===== src/rtl/uart_pkg.sv =====
// uart_pkg: parity modes, shared RX/TX state encoding and the
// parity helper used by the parameterised UART.
package uart_pkg;

  localparam logic [1:0] PAR_NONE = 2'd0;
  localparam logic [1:0] PAR_ODD  = 2'd1;
  localparam logic [1:0] PAR_EVEN = 2'd2;

  typedef enum logic [2:0] {
    IDLE,
    START,
    DATA,
    PAR,
    STOP
  } uart_state_e;

  // Narrow payloads arrive zero-extended, which leaves the XOR intact.
  function automatic logic par_bit(
    input logic [7:0] d,
    input logic [1:0] mode
  );
    logic p;
    case (mode)
      PAR_ODD:  p = ~(^d);
      PAR_EVEN: p = ^d;
      default:  p = 1'b0;
    endcase
    return p;
  endfunction

endpackage


===== src/rtl/uart_fifo.sv =====
// uart_fifo: circular show-ahead FIFO with registered full/empty
// flags that reflect the occupancy after each edge.
module uart_fifo #(
  parameter int WIDTH = 8,
  parameter int DEPTH = 4
) (
  input  logic             clk,
  input  logic             rst_n,
  input  logic             push,
  input  logic             pop,
  input  logic [WIDTH-1:0] w_data,
  output logic [WIDTH-1:0] r_data,
  output logic             full,
  output logic             empty
);

  localparam int AW = $clog2(DEPTH);

  logic [WIDTH-1:0] mem [DEPTH];
  logic [AW-1:0]    wr_ptr;
  logic [AW-1:0]    rd_ptr;
  logic [AW:0]      count;
  logic [AW:0]      count_n;
  logic             do_push;
  logic             do_pop;

  // A push on a full FIFO is dropped even when a pop frees a slot.
  assign do_pop  = pop && !empty;
  assign do_push = push && !full;
  assign r_data  = mem[rd_ptr];

  always_comb begin
    count_n = count;
    if (do_push && !do_pop)
      count_n = count + 1'b1;
    else if (do_pop && !do_push)
      count_n = count - 1'b1;
  end

  always_ff @(posedge clk or negedge rst_n) begin
    if (!rst_n) begin
      for (int i = 0; i < DEPTH; i++)
        mem[i] <= '0;
      wr_ptr <= '0;
      rd_ptr <= '0;
      count  <= '0;
      full   <= 1'b0;
      empty  <= 1'b1;
    end else begin
      if (do_push) begin
        mem[wr_ptr] <= w_data;
        wr_ptr      <= wr_ptr + 1'b1;
      end
      if (do_pop)
        rd_ptr <= rd_ptr + 1'b1;
      count <= count_n;
      full  <= (count_n == (AW+1)'(DEPTH));
      empty <= (count_n == '0);
    end
  end

endmodule


===== src/rtl/uart_param.sv =====
// uart_param: parameterised UART with 16x oversampling receiver,
// transmitter, RX/TX FIFOs and sticky line-error flags.
module uart_param
  import uart_pkg::*;
#(
  parameter int DIVISOR    = 163,
  parameter int DATA_BITS  = 8,
  parameter int PARITY     = 0,
  parameter int STOP_BITS  = 1,
  parameter int FIFO_DEPTH = 4
) (
  input  logic                 clk,
  input  logic                 rst_n,
  input  logic                 Rx,
  output logic                 Tx,
  input  logic                 we,
  input  logic [DATA_BITS-1:0] w_data,
  output logic                 full,
  input  logic                 re,
  output logic [DATA_BITS-1:0] r_data,
  output logic                 rx_empty,
  output logic                 tx_busy,
  output logic                 parity_err,
  output logic                 frame_err,
  output logic                 overrun,
  input  logic                 clr_err
);

  localparam logic [1:0] PMODE = 2'(PARITY);
  localparam bit HAS_PAR = (PMODE != PAR_NONE);
  localparam int DW = (DIVISOR > 1) ? $clog2(DIVISOR) : 1;
  localparam int BIT_CLKS = 16 * DIVISOR;
  localparam int CW = $clog2(BIT_CLKS);
  localparam logic [2:0] LAST_BIT = 3'(DATA_BITS - 1);
  localparam logic LAST_STOP = 1'(STOP_BITS - 1);

  logic          rx_s1;
  logic          rx_s2;
  logic [DW-1:0] div_cnt;
  logic          tick;

  always_ff @(posedge clk or negedge rst_n) begin
    if (!rst_n) begin
      rx_s1 <= 1'b1;
      rx_s2 <= 1'b1;
    end else begin
      rx_s1 <= Rx;
      rx_s2 <= rx_s1;
    end
  end

  assign tick = (div_cnt == DW'(DIVISOR - 1));

  always_ff @(posedge clk or negedge rst_n) begin
    if (!rst_n)
      div_cnt <= '0;
    else
      div_cnt <= tick ? '0 : div_cnt + 1'b1;
  end

  uart_state_e          rx_st;
  logic [3:0]           rx_s;
  logic [2:0]           rx_n;
  logic [DATA_BITS-1:0] rx_sh;
  logic                 mid;
  logic                 rx_push;
  logic                 rx_full;
  logic                 par_set;
  logic                 frm_set;
  logic                 ovr_set;

  assign mid     = tick && (rx_s == 4'd15);
  assign rx_push = (rx_st == STOP) && mid && rx_s2;
  assign frm_set = (rx_st == STOP) && mid && !rx_s2;
  assign ovr_set = rx_push && rx_full;
  assign par_set = (rx_st == PAR) && mid &&
                   (rx_s2 != par_bit(8'(rx_sh), PMODE));

  always_ff @(posedge clk or negedge rst_n) begin
    if (!rst_n) begin
      rx_st <= IDLE;
      rx_s  <= '0;
      rx_n  <= '0;
      rx_sh <= '0;
    end else begin
      unique case (rx_st)
        IDLE: if (!rx_s2) begin
          rx_st <= START;
          rx_s  <= '0;
        end
        // Mid-start re-check rejects short glitches.
        START: if (tick) begin
          if (rx_s == 4'd7) begin
            rx_s  <= '0;
            rx_n  <= '0;
            rx_st <= rx_s2 ? IDLE : DATA;
          end else
            rx_s <= rx_s + 1'b1;
        end
        DATA: if (tick) begin
          rx_s <= rx_s + 1'b1;
          if (rx_s == 4'd15) begin
            rx_sh <= {rx_s2, rx_sh[DATA_BITS-1:1]};
            rx_n  <= rx_n + 1'b1;
            if (rx_n == LAST_BIT)
              rx_st <= HAS_PAR ? PAR : STOP;
          end
        end
        PAR: if (tick) begin
          rx_s <= rx_s + 1'b1;
          if (rx_s == 4'd15)
            rx_st <= STOP;
        end
        STOP: if (tick) begin
          rx_s <= rx_s + 1'b1;
          if (rx_s == 4'd15)
            rx_st <= IDLE;
        end
        default: rx_st <= IDLE;
      endcase
    end
  end

  always_ff @(posedge clk or negedge rst_n) begin
    if (!rst_n) begin
      parity_err <= 1'b0;
      frame_err  <= 1'b0;
      overrun    <= 1'b0;
    end else begin
      parity_err <= par_set | (parity_err & ~clr_err);
      frame_err  <= frm_set | (frame_err & ~clr_err);
      overrun    <= ovr_set | (overrun & ~clr_err);
    end
  end

  uart_fifo #(.WIDTH(DATA_BITS), .DEPTH(FIFO_DEPTH)) u_rx_fifo (
    .clk    (clk),
    .rst_n  (rst_n),
    .push   (rx_push),
    .pop    (re),
    .w_data (rx_sh),
    .r_data (r_data),
    .full   (rx_full),
    .empty  (rx_empty)
  );

  uart_state_e          tx_st;
  logic [CW-1:0]        tx_cnt;
  logic [2:0]           tx_n;
  logic                 tx_stop_n;
  logic [DATA_BITS-1:0] tx_sh;
  logic [DATA_BITS-1:0] tx_head;
  logic                 tx_par;
  logic                 tx_empty;
  logic                 bit_end;
  logic                 tx_load;

  // Loading straight out of the last stop bit avoids an idle gap.
  assign bit_end = (tx_cnt == CW'(BIT_CLKS - 1));
  assign tx_load = !tx_empty &&
                   ((tx_st == IDLE) ||
                    ((tx_st == STOP) && bit_end &&
                     (tx_stop_n == LAST_STOP)));
  assign tx_busy = (tx_st != IDLE) || !tx_empty;

  uart_fifo #(.WIDTH(DATA_BITS), .DEPTH(FIFO_DEPTH)) u_tx_fifo (
    .clk    (clk),
    .rst_n  (rst_n),
    .push   (we),
    .pop    (tx_load),
    .w_data (w_data),
    .r_data (tx_head),
    .full   (full),
    .empty  (tx_empty)
  );

  always_ff @(posedge clk or negedge rst_n) begin
    if (!rst_n) begin
      tx_st     <= IDLE;
      tx_cnt    <= '0;
      tx_n      <= '0;
      tx_stop_n <= 1'b0;
      tx_sh     <= '0;
      tx_par    <= 1'b0;
      Tx        <= 1'b1;
    end else if (tx_load) begin
      tx_st  <= START;
      tx_cnt <= '0;
      tx_sh  <= tx_head;
      tx_par <= par_bit(8'(tx_head), PMODE);
      Tx     <= 1'b0;
    end else if (tx_st != IDLE) begin
      tx_cnt <= bit_end ? '0 : tx_cnt + 1'b1;
      if (bit_end) begin
        unique case (tx_st)
          START: begin
            tx_st <= DATA;
            tx_n  <= '0;
            Tx    <= tx_sh[0];
            tx_sh <= tx_sh >> 1;
          end
          DATA: if (tx_n == LAST_BIT) begin
            tx_st     <= HAS_PAR ? PAR : STOP;
            Tx        <= HAS_PAR ? tx_par : 1'b1;
            tx_stop_n <= 1'b0;
          end else begin
            tx_n  <= tx_n + 1'b1;
            Tx    <= tx_sh[0];
            tx_sh <= tx_sh >> 1;
          end
          PAR: begin
            tx_st     <= STOP;
            Tx        <= 1'b1;
            tx_stop_n <= 1'b0;
          end
          STOP: if (tx_stop_n == LAST_STOP)
            tx_st <= IDLE;
          else
            tx_stop_n <= tx_stop_n + 1'b1;
          default: tx_st <= IDLE;
        endcase
      end
    end
  end

endmodule

===== config.mk =====
export PLATFORM = sky130hd
export DESIGN_NAME = uart_param
export DESIGN_NICKNAME = d
export VERILOG_FILES = /design/src/rtl/uart_pkg.sv /design/src/rtl/uart_fifo.sv /design/src/rtl/uart_param.sv
export SDC_FILE = /design/constraint.sdc
export NUM_CORES = 1
export LEC_CHECK = 0
export BUFFER_PORTS_ARGS = -buffer_cell sky130_fd_sc_hd__buf_4
export CAP_MARGIN = 20
export CORE_MARGIN = 5
export CORE_UTILIZATION = 30
export DETAILED_ROUTE_END_ITERATION = 10
export PLACE_DENSITY_LB_ADDON = 0.3
export SLEW_MARGIN = 20
export SYNTH_ARGS = -nofsm -noshare
export SYNTH_HDL_FRONTEND = slang
export SYNTH_HIERARCHICAL = 1
export SYNTH_SLANG_ARGS = --single-unit

===== constraint.sdc =====
create_clock -name clk -period 2.5 [get_ports clk]
set_input_delay 0.25 -clock clk [delete_from_list [all_inputs] [get_ports clk]]
set_output_delay 0.25 -clock clk [all_outputs]
set_load 0.02 [all_outputs]

---- Word-level counts from Yosys, hierarchy flattened ----
Cells that the tools add are included.
storage, ports and cells
  bits in registers ....................... 141
  input bits .............................. 14
  word-level logic and storage cells ...... 216
cells by class
  mux-type cells .......................... 63
  $add $sub $neg .......................... 14
  magnitude comparators ................... 6
  reductions and logical operators ........ 54
  bitwise operators ....................... 13
  eq/ne operators ......................... 32
operators with widths
  cell                                                 number
  two-way mux 8 bit                                    11
  two-way mux 3 bit                                    24
  bitwise mux 32 bit                                   2
  two-way mux 12 bit                                   3
  binary-select mux 8 bit (select 2 bit)               2
  demux 8 bit (select 2 bit)                           2
  logical AND 1 bit                                    20
  inequality test 2 bit, second input constant         10
  equality test 3 bit, second input constant           6
  two-way mux 4 bit                                    4
  one-hot mux 8 bit (2 select lines)                   1
  one-hot mux 3 bit (5 select lines)                   1
  AND reduction 5 bit                                  3
  adder 12 x 1 -> 12 bit, second input constant        1
  adder 3 x 1 -> 3 bit, second input constant          4
  equality test 12 bit, second input constant          1
  equality test 3 x 2 -> 1 bit, second input constant  4
  >= comparator 3 bit, second input constant           4
  zero test 3 bit                                      4
  NOT 2 -> 3 bit                                       4
  one-hot mux 3 bit (2 select lines)                   2
  one-hot mux 3 bit (4 select lines)                   1
  one-hot mux 4 bit (3 select lines)                   1
  AND reduction 4 bit                                  3
  26 further kinds                                     64

---- Depth between registers and ports, before layout ----
Gate-level depths: netlist of the first run.
  depth in word-level cells ............... 10
  depth in mapped cells ................... 11

---- Hierarchy ----
The synthesis of the first run kept the hierarchy.
by module, submodules not included
  module      cells each  seq. area each (sq um)  area each (sq um)  times used
  uart_fifo   127         1027.2                  1885.6             2
  uart_param  293         1455.1                  2929.1             1

---- Worst setup path before layout of the first run ----
No wires, ideal clock.
  kind .................................... reg2reg
  start point ............................. register tx_cnt[0]
  end point ............................... register u_tx_fifo.empty
  arrival ................................. 2644 ps
  setup time .............................. 61 ps
  path slack .............................. -204 ps
  path buffers ............................ 1
  required time ........................... 2439 ps
  stages on the path, launching flop included .. 11
  cells stage by stage .................... dfrtp_1 -> ha_1 -> nand4_1 -> or3_4 -> a2111o_1 -> clkinv_2 -> buf_6 -> nor2b_1 -> nand4_1 -> o311a_1 -> o21ba_1
between the ends
  longest elaborated chain between the ends .. 10
  elaborated cells on any way between the ends .. 12
RTL lines
  what                                                           line                              RTL
  from (decl)                                                    uart_param.sv:148                 logic [CW-1:0] tx_cnt;
  from (signal assigned)                                         uart_param.sv:193                 tx_cnt <= bit_end ? '0 : tx_cnt + 1'b1;
  equality test 12 bit (*)                                       uart_param.sv:159                 assign bit_end = (tx_cnt == CW'(BIT_CLKS - 1));
  logical AND 1 bit (*) (2 in a row)                             uart_param.sv:162                 ((tx_st == STOP) && bit_end &&
  logical OR 1 bit (*)                                           uart_param.sv:161                 ((tx_st == IDLE) ||
  logical AND 1 bit (*)                                          uart_param.sv:160                 assign tx_load = !tx_empty &&
  named net tx_load                                              uart_param.sv:156                 logic tx_load;
  logical AND 1 bit (*)                                          uart_fifo.sv:28                   assign do_pop = pop && !empty;
  logical AND 1 bit / zero test 1 bit (equally long branches)    uart_fifo.sv:36, uart_fifo.sv:34
  two-way mux 3 bit / logical AND 1 bit (equally long branches)  uart_fifo.sv:36, uart_fifo.sv:34
  two-way mux 3 bit (*)                                          uart_fifo.sv:34                   if (do_push && !do_pop)
  zero test 3 bit (*)                                            uart_fifo.sv:58                   empty <= (count_n == '0);
  to (signal assigned)                                           uart_fifo.sv:58
  to (decl)                                                      uart_fifo.sv:14                   output logic empty
The timed path passes the listed nets; every way through them passes the cells marked *.
A chain may end at the register's enable or synchronous reset.

---- Worst setup path in the final report of the first run ----
  start point ............................. register tx_cnt[8]
  end point ............................... register u_tx_fifo.empty
between the ends
  longest elaborated chain between the ends .. 10
  elaborated cells on any way between the ends .. 12
RTL lines
  what                                                           line
  equality test 12 bit (*)                                       uart_param.sv:159
  logical AND 1 bit (*) (2 in a row)                             uart_param.sv:162
  logical OR 1 bit (*)                                           uart_param.sv:161
  logical AND 1 bit (*)                                          uart_param.sv:160
  logical AND 1 bit (*)                                          uart_fifo.sv:28
  logical AND 1 bit / zero test 1 bit (equally long branches)    uart_fifo.sv:36, uart_fifo.sv:34
  two-way mux 3 bit / logical AND 1 bit (equally long branches)  uart_fifo.sv:36, uart_fifo.sv:34
  two-way mux 3 bit (*)                                          uart_fifo.sv:34
  zero test 3 bit (*)                                            uart_fifo.sv:58
Mark *: on every way between the ends. The rest lies on a longest branch, timed or not.

==> results of run 1 <==
-- critical path, stage by stage (launching register included) --
cell	delay (ps)
dfrtp_1	380
or3_4	400
or3_4	400
a2111o_1	400
clkinv_2	90
nand2b_4	80
xnor2_4	140
o311a_1	340
o21ba_1	230
-- through the flow --
step	TNS [ps]	hold WS, ps	total power (W)
finish	-9.75	37.1	0.00786
global route	-678	39.7	0.00833
CTS	-0.605	18.7	0.00794
detailed placement	0	270	0.00530
global placement	0	254	0.00519
floorplan	-155	-45.6	0.00471
-- cell families after synthesis --
group,share of synthesized area (%)
and+or+nand+nor,11.9
muxes,19.9
AOI/OAI and AO/OA,6.63
xor gates and xnor gates,2.75
buffers and inverters,2.75
DFF,52.4
adders and majority gates,3.73
-- registers in the layout, summed over array words and instances, names as in the netlist, 3 cells and up --
signal / flops
rx_s: 4
rx_n: 3
u_rx_fifo/mem: 32
tx_n: 3
div_cnt: 8
tx_sh: 8
tx_st: 3
rx_sh: 8
u_tx_fifo/count: 3
tx_cnt: 12
u_tx_fifo/mem: 32
rx_st: 3
u_rx_fifo/count: 3
-- worst max path at each step --
stage / startpoint / end / slack (ps)
finish: tx_cnt[8] / u_tx_fifo/empty / -10
global placement: tx_cnt[8] / u_tx_fifo/empty / 80
floorplan: tx_cnt[8] / u_tx_fifo/empty / -100
global route: div_cnt[0] / u_rx_fifo/empty / -120
detailed placement: div_cnt[0] / u_rx_fifo/empty / 30
CTS: tx_cnt[8] / u_tx_fifo/empty / -0.4
-- final cells by class --
| type | count | area, um2 | share of cell area (%) |
|---|---|---|---|
| clock buffer | 21 | 460 | 5.61 |
| clock inverter | 10 | 141 | 1.72 |
| inverter | 24 | 91.3 | 1.11 |
| multi-input combinational | 368 | 3090 | 37.6 |
| sequential | 140 | 3510 | 42.7 |
| tap | 280 | 350 | 4.27 |
| timing repair buffer | 71 | 567 | 6.90 |
-- timing repair --
action                                  4_1_cts  5_1_grt
pin swaps                                     3        3
hold buffers                                  2        0
buffers inserted                              2        1
hold endpoints to repair                     53        0
endpoints found under the setup margin       18       31
resized for setup                             4        9
-- synth_stat cells (all sizes together), types with 3 or more instances --
cell,number
inv,23
a22o,4
nand4,10
nor2b,4
mux2,74
nand2b,9
mux2i,14
nor4,3
ha,20
o211ai,3
nor3,13
xnor2,18
buf,8
o31ai,5
nand3,12
dfrtp,135
o21ai,28
nand2,48
nor2,32
clkbuf,7
or3,5
a21oi,4
o32ai,3
xor2,3
mux4,16
a31oi,6
nor3b,3
dfstp,5
nand3b,4
-- power by group through the flow --
stage          clock network, W  registers (W)  logic, W
6_report                0.00258        0.00330   0.00198
5_1_grt                 0.00275        0.00339   0.00220
2_1_floorplan                 0        0.00309   0.00162
3_5_place_dp                  0        0.00334   0.00196
4_1_cts                 0.00265        0.00331   0.00198
3_3_place_gp                  0        0.00330   0.00189
-- metal layers --
metal  share of wire, %  global-route usage [%]  vias up
met5                  0                       0        -
met4                1.2                    3.76        0
met3                2.5                    2.74       13
met2                 51                    19.6       57
met1                 45                    13.6     2273
li1                   -                       -     2120
==> impl_metrics.toml, run 1 <==
[outcome]
status = "finished, violations left"
violations = "setup timing"

[critical_path]
r2r_cells = 8
worstSetupEndpointType = "flip-flop"
worstSetupStartpointType = "flip-flop"
r2r_end = "u_tx_fifo/empty"
rr_startpoint = "tx_cnt[8]"
crit_arrival_ps = 2860
reg2reg_slack_ps = -10
critPathKind = "flip-flop to flip-flop"
required_ps = 2850
worstPathMaxFanout = 3

[yosys]
yosys.area.top_type = "dfrtp_1"
synthArstFlopShare_pct = 100
synth_seq_area_share_pct = 52.4
ys_types = 55
synth_edf_count = 0
yosysWarnings = 6
synthTopCellsByArea = "dfrtp_1 (50%), mux2_2 (12%), mux4_2 (5.4%)"
synth_seq_cells = 140
avgSynthCellArea_um2 = 12.2
syn_inst = 547
synth_nets = 581
synth_area_um2 = 6700
synth_top_cell_area_share_pct = 50.4
synth_ff_type = "dfrtp_1"

[power]
p_seq_share_pct = 42.0
leakage_nw = 3.75
combPwrFrac_pct = 25.2
netSwitchingFraction_pct = 29.6
p_int_w = 0.00553
p_clk_share_pct = 32.8
peakVddDrop_mv = 0.578
p_sw_w = 0.00233
powerDensity_nw_per_um2 = 957

[floorplan]
pin_count = 29
dieArea_um2 = 25400
die_w_um = 159
initial_core_util_pct = 30.6
num_rows = 54
die_h_um = 159
core_area_um2 = 21900

[timing]
max_slew.worst_pin.slew_ps = 647
hold_viol_final = 0
period_share_pct = 100
skew_ps = 10.4
setup_slack_ps = -9.75
slew_violations = 0
maxSlewHeadroom_pct = 56.9
rsz0062_at_grt = "true"
finalSetupViolCount = 1
fmax_mhz = 398
fin_crit_ps = 2510

[min_path]
min_path_type = "input pin to flip-flop"
hold-path-endpoint = "parity_err"
holdPathStages = 2
hold_path_startpoint = "clr_err"

[cells_and_area]
drive_above_1_share_pct = 33.9
final_area_um2 = 8210
diodes = 0
layout_common_cells = "dfrtp_1 (135), mux2_2 (74), buf_4 (66)"
fin_util_pct = 37.5
final_common_cell = "dfrtp_1"
syn_to_final_growth_pct = 22.5
final_cells = 914
nFillCells = 2108
final_nets = 656

[routing]
drt_iter0_drc = 198
avgRoutedWirePerCell_um = 15.1
drc = 0
vias = 4463
dr.pass1.iters = 4
vias_per_cell = 4.88
ant_nets = 0
drt_wl_total_mm = 13.8

[clocking]
cts.htree.levels = 4
cts_buffers = 17
clock_latency_ps = 420
clockBufferDepth = 2
clockRootBuffer = "clkbuf_16"
cts_tree = "built"
clkTransAtPathRegs_ps = 60
cts.sinks = 140

[global_route]
grt_pass1_vias = 4808
grtUsageTotal_pct = 11.3
grt_pass1_wl_mm = 23.7
grt_max_degree = 59
antenna_found_initial = 0
grt_overflow = 0

[placement]
port_buffers = 28
place_congestion = 0.798
place_area_um2 = 7500
placed_cells = 878
post-place-ws_ps = 33.0
hpwl_mm = 9.33

[flow_run]
cap_violations = 0
No activity file was read; power rests on OpenSTA's default activity.
==> inputs of run 2 (changes only) <==
Settings changed: CAP_MARGIN 20 to unset, CORE_MARGIN 5 to unset, SKIP_CTS_REPAIR_TIMING set to 1.
==> run 2 against run 1 <==
  * The run now ends clean
  * Combinational power is essentially flat
  * Maximum frequency grew 0.71%
  * Clock skew is essentially flat
  * Sequential share of layout area grew 0.26 points
  * Critical path type unchanged
  * Highest routed layer unchanged
==> impl_metrics.toml, run 2 (same netlist as run 1, synthesis figures left out) <==
[cells_and_area]
final_nets = 655
drive_above_1_share_pct = 33.4
regArea_um2 = 3510
top_regs = "u_rx_fifo/mem (32), u_tx_fifo/mem (32), tx_cnt (12)"
multi_input_area_um2 = 3050
syn_to_final_growth_pct = 21.8
diodes = 0
nFillCells = 2089
layout_common_cells = "dfrtp_1 (134), mux2_2 (74), buf_4 (64)"
final_common_cell = "dfrtp_1"

[min_path]
hold-path-endpoint = "parity_err"
min_path_type = "input pin to flip-flop"
hold_path_startpoint = "clr_err"
holdPathStages = 2

[clocking]
cts.htree.levels = 4
cts_tree = "built"
clockBufferDepth = 2
cts_buffers = 17
clock_latency_ps = 420
clockRootBuffer = "clkbuf_16"
clkTransAtPathRegs_ps = 60
cts.sinks = 140

[critical_path]
rr_startpoint = "tx_cnt[8]"
r2r_end = "u_tx_fifo/empty"
required_ps = 2860
worstPathMaxFanout = 3
critical_path.startpoint = "tx_cnt[8]"
crit_arrival_ps = 2850
reg2reg_slack_ps = 8
worstSetupEndpointType = "flip-flop"
critPathKind = "flip-flop to flip-flop"
worstSetupStartpointType = "flip-flop"
r2r_cells = 8

[global_route]
antenna_found_initial = 0
grt_overflow = 0
grt_max_degree = 68
grtUsageTotal_pct = 12.7
grt_pass1_wl_mm = 22.6
grt_pass1_vias = 4671

[timing]
worst_hold_slack_ps = 37.7
period_share_pct = 99.7
slew_violations = 0
maxSlewHeadroom_pct = 52.4
fmax_mhz = 401
fin_setup_tns_ps = 0
setup_slack_ps = 8.07
hold_viol_final = 0
skew_ps = 9.92
rsz0062_at_grt = "true"
fin_crit_ps = 2490
finalSetupViolCount = 0
max_slew.worst_pin.slew_ps = 707

[floorplan]
dieArea_um2 = 22900
initial_core_util_pct = 30.6
num_rows = 54
die_w_um = 151
die_h_um = 151
pin_count = 29
core_area_um2 = 21900

[power]
power_w = 0.00776
leakage_nw = 3.73
peakVddDrop_mv = 0.507
combPwrFrac_pct = 25.2
p_int_w = 0.00539
p_clk_share_pct = 32.3
netSwitchingFraction_pct = 30.5
powerDensity_nw_per_um2 = 951
p_seq_share_pct = 42.5
p_sw_w = 0.00237

[outcome]
status = "completed"

[placement]
port_buffers = 28
place_congestion = 0.766
post-place-ws_ps = 13.6
hpwl_mm = 9.15

[routing]
vias = 4413
vias_per_cell = 4.83
ant_nets = 0
drc = 0
drt_iter0_drc = 176
drt_wl_total_mm = 13.4
dr.pass1.iters = 4
avgRoutedWirePerCell_um = 14.7

[flow_run]
cap_violations = 0
==> run 2: changes by cell type in the layout (fill, tap and decap cells not counted), sizes merged <==
cell / previous run / this run
inv: 23 / 25
clkbuf: 21 / 19
clkinvlp: 2 / 5
clkinv: 6 / 5
bufinv: 3 / 2
buf: 69 / 68
==> run 2: worst max path at each step <==
stage,end,cells after the start
global route,u_tx_fifo/empty,8
detailed placement,u_rx_fifo/empty,11
CTS,u_rx_fifo/empty,11
global placement,u_tx_fifo/empty,8
floorplan,u_tx_fifo/empty,9
finish,u_tx_fifo/empty,8
==> run 2: layout make-up <==
type,count,area share [%]
clock buffers,19,5.43
clock inverters,13,1.75
inverters,24,1.12
multi-input cells,368,37.4
flip-flops and latches,140,43.0
well taps,280,4.29
repair buffers,70,7.00
==> run 2: metrics by stage <==
stage          std cells  utilization (%)  instance area (um2)
5_1_grt              914             37.3                 8160
6_report             914             37.3                 8160
3_5_place_dp         877             34.3                 7510
2_1_floorplan        547                -                 6720
3_3_place_gp         877             34.3                 7510
4_1_cts              909             37.0                 8090
==> run 2: metal layers <==
layer | vias up | part of all wire (%) | GRT usage [%] | routed length, um
met5 | - | 0 | 0 | 0
met4 | 0 | 0.96 | 4.60 | 128
met3 | 11 | 2.4 | 2.80 | 324
met2 | 51 | 51 | 21.9 | 6860
met1 | 2233 | 45 | 15.3 | 6090
li1 | 2118 | - | - | -
==> run 2: critical path, stage by stage (launching register included) <==
cell      delay (ps)
dfrtp_1          380
or3_4            400
or3_4            400
a2111o_1         410
clkinv_2          90
nand2b_4          80
xnor2_4          140
o311a_1          310
o21ba_1          220
==> run 2: power groups by stage <==
stage               Combinational (W)  Clock, W  Sequential, W
detailed placement            0.00195         0        0.00335
global placement              0.00187         0        0.00331
finish                        0.00196   0.00251        0.00330
floorplan                     0.00162         0        0.00309
CTS                           0.00195   0.00257        0.00331
global route                  0.00218   0.00265        0.00338
